<file path="src/rtl/sparse_row_accumulator_pkg.sv">
// Shared widths, result entry type and the lane adder for the sparse row accumulator.
// SPARSE_ACC_SAT_EN selects saturating lane additions; otherwise they wrap.
package sparse_row_accumulator_pkg;

  localparam int DEF_K     = 4;
  localparam int DEF_IN_W  = 28;
  localparam int DEF_ACC_W = 32;
  localparam int DEF_ROW_W = 16;
  localparam int DEF_DEPTH = 8;

  typedef struct packed {
    logic signed [DEF_ACC_W-1:0] sum;
    logic [DEF_ROW_W-1:0]        row;
  } res_t;

  typedef struct packed {
    logic signed [DEF_ACC_W-1:0] sum;
    logic                        ovf;
  } add_t;

  function automatic add_t sat_add(input logic signed [DEF_ACC_W-1:0] a,
                                   input logic signed [DEF_ACC_W-1:0] b);
    logic [DEF_ACC_W:0] full;
    add_t res;
    full    = {a[DEF_ACC_W-1], a} + {b[DEF_ACC_W-1], b};
    res.ovf = full[DEF_ACC_W] ^ full[DEF_ACC_W-1];
`ifdef SPARSE_ACC_SAT_EN
    // Sign of the extended sum tells which rail the result clipped against.
    if (res.ovf)
      res.sum = full[DEF_ACC_W] ? {1'b1, {(DEF_ACC_W-1){1'b0}}} : {1'b0, {(DEF_ACC_W-1){1'b1}}};
    else
      res.sum = full[DEF_ACC_W-1:0];
`else
    res.sum = full[DEF_ACC_W-1:0];
`endif
    return res;
  endfunction

endpackage

</file>
<file path="src/rtl/sparse_row_accumulator_if.sv">
// Beat input / result output stream bundle of the sparse row accumulator.
interface sparse_row_accumulator_if
  import sparse_row_accumulator_pkg::*;
#(
  parameter int k     = DEF_K,
  parameter int IN_W  = DEF_IN_W,
  parameter int ACC_W = DEF_ACC_W,
  parameter int ROW_W = DEF_ROW_W
) ();
  logic                    in_valid;
  logic                    in_ready;
  logic [IN_W*k-1:0]       in_data;
  logic [k-1:0]            in_mask;
  logic [k-1:0]            in_last;
  logic                    out_valid;
  logic                    out_ready;
  logic signed [ACC_W-1:0] out_sum;
  logic [ROW_W-1:0]        out_row;
  logic                    acc_pending;
  logic                    ovf;

  modport slave (
    input  in_valid, in_data, in_mask, in_last, out_ready,
    output in_ready, out_valid, out_sum, out_row, acc_pending, ovf
  );

  modport master (
    output in_valid, in_data, in_mask, in_last, out_ready,
    input  in_ready, out_valid, out_sum, out_row, acc_pending, ovf
  );
endinterface

</file>
<file path="src/rtl/sparse_row_accumulator_fifo.sv">
// Show-ahead result FIFO: 0..NPUSH writes and one read per cycle, exposes its fill count.
// When empty the head output keeps the last popped entry.
module sparse_result_fifo #(
  parameter type T        = logic [31:0],
  parameter int  DEPTH    = 8,
  parameter int  NPUSH    = 4,
  localparam int AW       = $clog2(DEPTH),
  localparam int PW       = $clog2(NPUSH+1)
) (
  input  logic          clk,
  input  logic          rst,
  input  logic [PW-1:0] i_push_n,
  input  T              i_push_dat [NPUSH],
  input  logic          i_pop,
  output T              o_head,
  output logic [AW:0]   o_count
);
  T              r_mem [DEPTH];
  T              r_last;
  logic [AW-1:0] r_wptr;
  logic [AW-1:0] r_rptr;
  logic [AW:0]   r_count;

  always_ff @(posedge clk) begin
    for (int j = 0; j < NPUSH; j++)
      if (PW'(j) < i_push_n)
        r_mem[r_wptr + AW'(j)] <= i_push_dat[j];
  end

  always_ff @(posedge clk) begin
    if (!rst) begin
      r_wptr  <= '0;
      r_rptr  <= '0;
      r_count <= '0;
      r_last  <= '0;
    end else begin
      r_wptr  <= r_wptr + AW'(i_push_n);
      r_count <= r_count + (AW+1)'(i_push_n) - (AW+1)'(i_pop);
      if (i_pop) begin
        r_rptr <= r_rptr + AW'(1);
        r_last <= r_mem[r_rptr];
      end
    end
  end

  assign o_head  = (r_count != '0) ? r_mem[r_rptr] : r_last;
  assign o_count = r_count;
endmodule

</file>
<file path="src/rtl/sparse_row_accumulator.sv">
// Carries lane partial sums across beats, closes rows on end-of-row marks, queues results.
// SPARSE_ACC_SAT_EN makes lane additions saturate; default build wraps. Both set ovf.
module sparse_row_accumulator
  import sparse_row_accumulator_pkg::*;
#(
  parameter int k     = DEF_K,
  parameter int IN_W  = DEF_IN_W,
  parameter int ACC_W = DEF_ACC_W,
  parameter int DEPTH = DEF_DEPTH,
  parameter int ROW_W = DEF_ROW_W
) (
  input  logic                      clk,
  input  logic                      rst,
  sparse_row_accumulator_if.slave   bus
);
  localparam int AW = $clog2(DEPTH);
  localparam int PW = $clog2(k+1);

  logic signed [ACC_W-1:0] r_acc;
  logic [ROW_W-1:0]        r_row;
  logic                    r_pend;
  logic                    r_ovf;

  logic signed [ACC_W-1:0] w_run;
  logic signed [ACC_W-1:0] w_lane;
  logic [ROW_W-1:0]        w_row;
  logic                    w_pend;
  logic                    w_ovf;
  add_t                    w_add;
  logic [PW-1:0]           w_push_n;
  logic [PW-1:0]           w_push_cnt;
  res_t                    w_push_dat [k];
  res_t                    w_head;
  logic [AW:0]             w_count;
  logic                    w_accept;
  logic                    w_pop;

  // Lanes are walked lane 0 first; lane 0 sits in the top slice and the top mask bit.
  always_comb begin
    w_run    = r_acc;
    w_row    = r_row;
    w_pend   = r_pend;
    w_ovf    = 1'b0;
    w_lane   = '0;
    w_add    = '0;
    w_push_n = '0;
    for (int j = 0; j < k; j++)
      w_push_dat[j] = '0;
    for (int i = 0; i < k; i++) begin
      if (bus.in_mask[k-1-i]) begin
        w_lane = {{(ACC_W-IN_W){bus.in_data[IN_W*(k-i)-1]}}, bus.in_data[IN_W*(k-i)-1 -: IN_W]};
        w_add  = sat_add(w_run, w_lane);
        w_run  = w_add.sum;
        w_ovf  = w_ovf | w_add.ovf;
        w_pend = 1'b1;
      end
      if (bus.in_last[k-1-i]) begin
        for (int j = 0; j < k; j++)
          if (PW'(j) == w_push_n)
            w_push_dat[j] = '{sum: w_run, row: w_row};
        w_push_n = w_push_n + PW'(1);
        w_row    = w_row + ROW_W'(1);
        w_run    = '0;
        w_pend   = 1'b0;
      end
    end
  end

  assign w_accept   = bus.in_valid && bus.in_ready;
  assign w_push_cnt = w_accept ? w_push_n : '0;
  assign w_pop      = bus.out_valid && bus.out_ready;

  always_ff @(posedge clk) begin
    if (!rst) begin
      r_acc  <= '0;
      r_row  <= '0;
      r_pend <= 1'b0;
      r_ovf  <= 1'b0;
    end else if (w_accept) begin
      r_acc  <= w_run;
      r_row  <= w_row;
      r_pend <= w_pend;
      r_ovf  <= r_ovf | w_ovf;
    end
  end

  sparse_result_fifo #(
    .T     (res_t),
    .DEPTH (DEPTH),
    .NPUSH (k)
  ) u_fifo (
    .clk        (clk),
    .rst        (rst),
    .i_push_n   (w_push_cnt),
    .i_push_dat (w_push_dat),
    .i_pop      (w_pop),
    .o_head     (w_head),
    .o_count    (w_count)
  );

  // Credit is judged on the registered count only; a pop this cycle frees room next cycle.
  assign bus.in_ready    = (w_count <= (AW+1)'(DEPTH - k));
  assign bus.out_valid   = (w_count != '0);
  assign bus.out_sum     = w_head.sum;
  assign bus.out_row     = w_head.row;
  assign bus.acc_pending = r_pend;
  assign bus.ovf         = r_ovf;
endmodule
</file>
<file path="src/flat_wrapper.sv">
// flat-port wrapper written by rule: the top's interface ports become plain ports
module sparse_row_accumulator_flat import sparse_row_accumulator_pkg::*;
#(
  parameter int k     = DEF_K,
  parameter int IN_W  = DEF_IN_W,
  parameter int ACC_W = DEF_ACC_W,
  parameter int DEPTH = DEF_DEPTH,
  parameter int ROW_W = DEF_ROW_W
)
  (clk, rst, bus_in_valid, bus_in_data, bus_in_mask, bus_in_last, bus_out_ready, bus_in_ready, bus_out_valid, bus_out_sum, bus_out_row, bus_acc_pending, bus_ovf);
  sparse_row_accumulator_if #(.k(k), .IN_W(IN_W), .ACC_W(ACC_W), .ROW_W(ROW_W)) bus_i ();
  input  logic clk;
  input  logic rst;
  input wire logic [$bits(bus_i.in_valid)-1:0] bus_in_valid;
  input wire logic [$bits(bus_i.in_data)-1:0] bus_in_data;
  input wire logic [$bits(bus_i.in_mask)-1:0] bus_in_mask;
  input wire logic [$bits(bus_i.in_last)-1:0] bus_in_last;
  input wire logic [$bits(bus_i.out_ready)-1:0] bus_out_ready;
  output wire logic [$bits(bus_i.in_ready)-1:0] bus_in_ready;
  output wire logic [$bits(bus_i.out_valid)-1:0] bus_out_valid;
  output wire logic [$bits(bus_i.out_sum)-1:0] bus_out_sum;
  output wire logic [$bits(bus_i.out_row)-1:0] bus_out_row;
  output wire logic [$bits(bus_i.acc_pending)-1:0] bus_acc_pending;
  output wire logic [$bits(bus_i.ovf)-1:0] bus_ovf;
  assign bus_i.in_valid = bus_in_valid;
  assign bus_i.in_data = bus_in_data;
  assign bus_i.in_mask = bus_in_mask;
  assign bus_i.in_last = bus_in_last;
  assign bus_i.out_ready = bus_out_ready;
  assign bus_in_ready = bus_i.in_ready;
  assign bus_out_valid = bus_i.out_valid;
  assign bus_out_sum = bus_i.out_sum;
  assign bus_out_row = bus_i.out_row;
  assign bus_acc_pending = bus_i.acc_pending;
  assign bus_ovf = bus_i.ovf;
  sparse_row_accumulator #(.k(k), .IN_W(IN_W), .ACC_W(ACC_W), .DEPTH(DEPTH), .ROW_W(ROW_W)) u_core (.clk(clk), .rst(rst), .bus(bus_i));
endmodule
</file>
<file path="config.mk">
export PLATFORM = sky130hd
export DESIGN_NAME = sparse_row_accumulator_flat
export DESIGN_NICKNAME = d
export VERILOG_FILES = /design/src/rtl/sparse_row_accumulator_pkg.sv /design/src/rtl/sparse_row_accumulator_if.sv /design/src/rtl/sparse_row_accumulator_fifo.sv /design/src/rtl/sparse_row_accumulator.sv /design/src/flat_wrapper.sv
export SDC_FILE = /design/constraint.sdc
export NUM_CORES = 2
export LEC_CHECK = 0
export ABC_AREA = 1
export CORE_UTILIZATION = 26
export DETAILED_ROUTE_END_ITERATION = 16
export PLACE_DENSITY_LB_ADDON = 0.15
export SLEW_MARGIN = 30
export SYNTH_ARGS = -nofsm -noshare
export SYNTH_HDL_FRONTEND = slang
export SYNTH_HIERARCHICAL = 1
export SYNTH_SLANG_ARGS = --single-unit
</file>
<file path="constraint.sdc">
create_clock -name clk -period 16.7 [get_ports clk]
set_input_delay 1.67 -clock clk [delete_from_list [all_inputs] [get_ports clk]]
set_output_delay 1.67 -clock clk [all_outputs]
set_load 0.05 [all_outputs]
</file>
Yosys cells after proc, flatten, opt, wreduce, memory -nomap -nowiden
Memories as Yosys holds them, arrays and structs flattened. A register that Yosys moved wholly into a read port is not among the register bits.
Cells that the tools add are included.
W data, S select, Z words.
{"block": "word_totals", "register_bits": 108, "ramBits": 384, "inputBits": 124, "wordCells": 114, "n_memories": 1}
{"block": "classes", "n_addsub": 18, "magnitude_cmp": 5, "n_eq_ne": 9, "mux": 56, "bitwise": 8, "reduce_logical": 8}
{"name": "u_core.u_fifo.r_mem", "depth": 8, "word_bits": 48, "rd": 1, "rd_clocked_by_memory_dff": 1, "wr": 4, "line_no": "sparse_row_accumulator_fifo.sv:18", "rtl": "T r_mem [DEPTH];"}
{"cell": "$mux W48", "count": 14}
{"cell": "$mux W192", "count": 3}
{"cell": "$mux W32", "count": 8}
{"cell": "$add A32 B28 Y33", "count": 4}
{"cell": "$add A16 B1 Y16 const B", "count": 4}
{"cell": "$mux W16", "count": 4}
{"cell": "$mux W1", "count": 21}
{"cell": "$mux W3", "count": 6}
{"cell": "$add A3 B1 Y3 const B", "count": 4}
{"cell": "$eq A2 B3 Y1 const A", "count": 4}
{"cell": "$logic_not A3 Y1", "count": 3}
{"cell": "$reduce_bool A8 Y1", "count": 1}
{"cell": "$add A3 B2 Y3 const B", "count": 2}
{"cell": "$eq A1 B3 Y1 const A", "count": 2}
{"cell": "$lt A1 B3 Y1 const A", "count": 2}
{"cell": "$lt A2 B3 Y1 const A", "count": 2}
{"cell": "$add A4 B3 Y4", "count": 1}
{"cell": "$eq A2 B1 Y1 const A", "count": 2}
{"cell": "$le A4 B3 Y1 const B", "count": 1}
{"cell": "$or A1 B1 Y1", "count": 4}
{"cell": "$reduce_bool A4 Y1", "count": 1}
{"cell": "$sub A4 B1 Y4", "count": 1}
{"cell": "$xor A1 B1 Y1", "count": 4}
{"cell": "$add A3 B3 Y3", "count": 1}
{"cell": "other kinds (4)", "count": 5}

Logic depth before layout (Yosys ltp)
{"block": "depth", "word_depth": 14, "ltp_mapped": 62}

Cells and area by module
Netlist, hierarchy kept.
{"mod": "sparse_result_fifo", "instances": 1, "cells_each": 5077, "area_each_um2": 32466.1, "seq_area_each_um2": 12752.2}
{"mod": "sparse_row_accumulator", "instances": 1, "cells_each": 2670, "area_each_um2": 14950.6, "seq_area_each_um2": 1001.0}

Worst setup path after synthesis
OpenSTA, ideal clock, no wires.
{"block": "synth_timing", "kind": "input -> register", "start": "in bus_in_mask[3]", "end": "mem u_core/u_fifo/r_mem[2][47] (netlist name) (data pin)", "arrival_ps": 8798, "required_ps": 16570, "slack_ps": 7772, "cell_stages": 55, "path_buffers": 6, "path_cell_list": "buf_2 > clkbuf_1 > buf_2 > buf_2 > clkbuf_1 > clkbuf_1 > o22ai_1 > nor2_1 > ha_1 > nand2_1 > o21ai_0 > nand2_1 > nand2_1 > xnor2_1 > o21ai_0 > nand2_1 > inv_1 > ha_1 > (+19 left out) > nand2_1 > nand2_2 > nor2_1 > ha_1 > nand2_1 > o21ai_0 > inv_1 > o21ai_0 > a21oi_2 > inv_2 > nand2_1 > nand3_1 > nand2_2 > o22ai_1 > inv_1 > o22ai_1 > inv_1 > nand2_1"}
{"element": "start: declaration", "line_no": "flat_wrapper.sv:16", "rtl": "input wire logic [$bits(bus_i.in_mask)-1:0] bus_in_mask;"}
{"element": "end: declaration", "line_no": "sparse_row_accumulator_fifo.sv:18"}

==> run metrics <==
Post-CTS Setup Inserts 0; final period utilization 0.630; crit-path max FO 8; Synth Area in Adders 0.0389; mux contribution to synthesized area 0; Max-slew headroom 0.238; die height 429 um; pre-CTS setup slack 5.75 ns; CTS Buf Count 74; measured slew at the worst slew-check pin 1.14 ns; Final HPWL DP 158 mm; largest net degree at the start of global routing 102; PortBufs 175; final WL 256 mm; first drt pass iteration count 6; Max-Cap Viols 0; final hold vios 0; Yosys top cell by area edfxtp_1; Crit path max-delay family compound AO/OA/AOI/OAI gates; Post-synth ARST share 0; Clock Power Share 0.208; Wirelength per Cell 25.7 um; CTS tree built; largest family of logic cells by synthesized area simple AND/OR/NAND/NOR gates; Placed Cells 9797; f_max 95.1 MHz; Mean Syn Cell Area 6.12 um^2; minimum clock period after layout 10.52 ns; cell area after layout 53000 um^2; overall routing resource usage 0.268; post-synthesis register bit count 495; global placer's final weighted congestion 0.924; switching portion of total power 0.511; H-tree Lvls 3; Initial Util 0.262; Area contributors post-synth edfxtp_1, nand2_1, o21ai_0, nand3_1, inv_1; worst hold path class flip-flop to flip-flop; initial antenna violation count 3; Site Rows 156; status finished, final reports clean; Leakage Power 23.2 nW; Placed Area 50600 um^2; final core occ 0.293; Worst setup SP type input pin; most frequent CP cell o21ai_0; hold_ws 0.505 ns; post-cts hold buffer count 0; clock tree buffer depth 3; CP bufs+invs 4; Worst-Skew Late Latency 0.70 ns; # IOs 176; PnR worst setup slack 6.18 ns; die footprint 184000 um^2; Commonest cells post-synth nand2_1, o21ai_0, inv_1, nand3_1, nor2_1; Routed Antenna Nets 0; Non-Filler Instances 9941; Fillers 19900; Synth-to-Final Area Change 11.9%; delay of the slowest critical-path stage 0.57 ns; sequential share of the synthesized area 0.290; Comb pwr share 0.542; Int Power 3.75 mW; share of cells above drive strength 1 0.0636; Post-Synth XOR/XNOR Area 0.0206; final net count 7774; Post-route DRC 0; NetSw 3.92 mW; Initial DRC Count 6771; first-pass GRT wire length 361 mm; vias in the first global route 48300; via count 53100; crit path kind input pin to flip-flop; number of enable flip-flop cells after synthesis 384; clk_skew 0.0381 ns; CP max-delay cell a21boi_0; Cell Area, Synth 47400 um^2; crit path DAT 11.05 ns; PD cells 145 nW/um^2; Synth Area in Compound Gates 0.167; Max IR drop VDD 143 uV; Setup violations, final 0; GRT overflow 0; TritonCTS Sinks 495; Synth warnings 6; Critical Path RT 17.23 ns; most common cell in the synthesized netlist nand2_1; Top FF cell, synth edfxtp_1; RSZ-0062 raised after global routing no; Vias per Instance 5.34; setup TNS 0 ns; Synth top area share 0.243; Post-Synth Simple-Gate Area 0.361; cell count after synthesis 7747; Reg power frac 0.251; core area 181000 um^2; Yosys cell types 69; clock transition at the registers of the reported paths 0.06 ns; CTS root buf clkbuf_16; Pwr Total 7.67 mW; Die W 429 um; Final Max Tran Viols 0; CP Capture Type flip-flop; syn_nets 8015; post-CTS sizing 0
==> layout by cell type, fill, tap and decap left out, types with 118 or more instances in the layout <==
master and n:
a21oi_1 232, clkdlybuf4s50_1 169, edfxtp_1 384, ha_1 138, inv_1 759, nand2_1 2665
nand3_1 610, nor2_1 587, o21ai_0 775, o21ai_1 164, o22ai_1 118
==> path summary, 6_finish.rpt <==
check        slack (ns)                                   end  cells past startpoint                           from
max                6.18  u_core/u_fifo/r_mem[3][40]$_DFFE_PP_                     42                bus_in_data[86]
min reg2reg        0.50         u_core/r_row[15]$_SDFFE_PN0P_                      2  u_core/r_row[15]$_SDFFE_PN0P_
max reg2reg        7.13  u_core/u_fifo/r_mem[3][40]$_DFFE_PP_                     43   u_core/r_acc[0]$_SDFFE_PN0P_
min                0.50         u_core/r_row[15]$_SDFFE_PN0P_                      2  u_core/r_row[15]$_SDFFE_PN0P_
==> metal layers <==
| metal | vias to the layer above | track usage | part of all wire |
|---|---|---|---|
| li1 | 24600 | - | - |
| met1 | 25200 | 0.388 | 0.45 |
| met2 | 2884 | 0.401 | 0.42 |
| met3 | 438 | 0.0435 | 0.10 |
| met4 | 2 | 0.0864 | 0.032 |
| met5 | - | 0 | 0.000067 |
==> layout make-up <==
cell class                 count  area, um^2  area share
sequential                   495       13800       0.259
multi-input combinational   5835       28200       0.532
inverter                     811        3100      0.0584
clock inverter                40         392     0.00738
timing repair buffer         289        2630      0.0497
tap                         2370        2970      0.0559
antenna                        6        15.0    0.000283
clock buffer                  95        1960      0.0370
==> worst min-delay path: stages (launching register included) <==
cell,delay [ns]
dfxtp_1,0.33
o211ai_1,0.10
inv_1,0.05
==> power by group through the flow <==
| stage | Combinational [mW] | Sequential [mW] | Clock [mW] |
|---|---|---|---|
| 2_1_floorplan | 2.58 | 1.89 | 0 |
| 3_3_place_gp | 4.06 | 1.94 | 0 |
| 3_5_place_dp | 4.08 | 1.94 | 0 |
| 4_1_cts | 4.09 | 1.92 | 1.63 |
| 5_1_grt | 4.47 | 1.95 | 1.66 |
| 6_report | 4.16 | 1.92 | 1.60 |
==> cell families after synthesis <==
group | Yosys count
xor+xnor | 109
buf+inv | 1417
fa+ha+maj | 144
flops | 495
compound gates | 1458
simple gates | 4124
==> state kept, by name, summed over array words and instances, names as in the netlist, named ones only <==
name	count
u_core/u_fifo/r_mem	384
u_core/u_fifo/r_last	48
u_core/r_acc	32
u_core/r_row	16
u_core/u_fifo/o_count	4
u_core/u_fifo/r_rptr	3
u_core/u_fifo/r_wptr	3
u_core/bus.acc_pending	1
u_core/bus.ovf	1
Note: power is estimated with default switching activity, not from simulation.
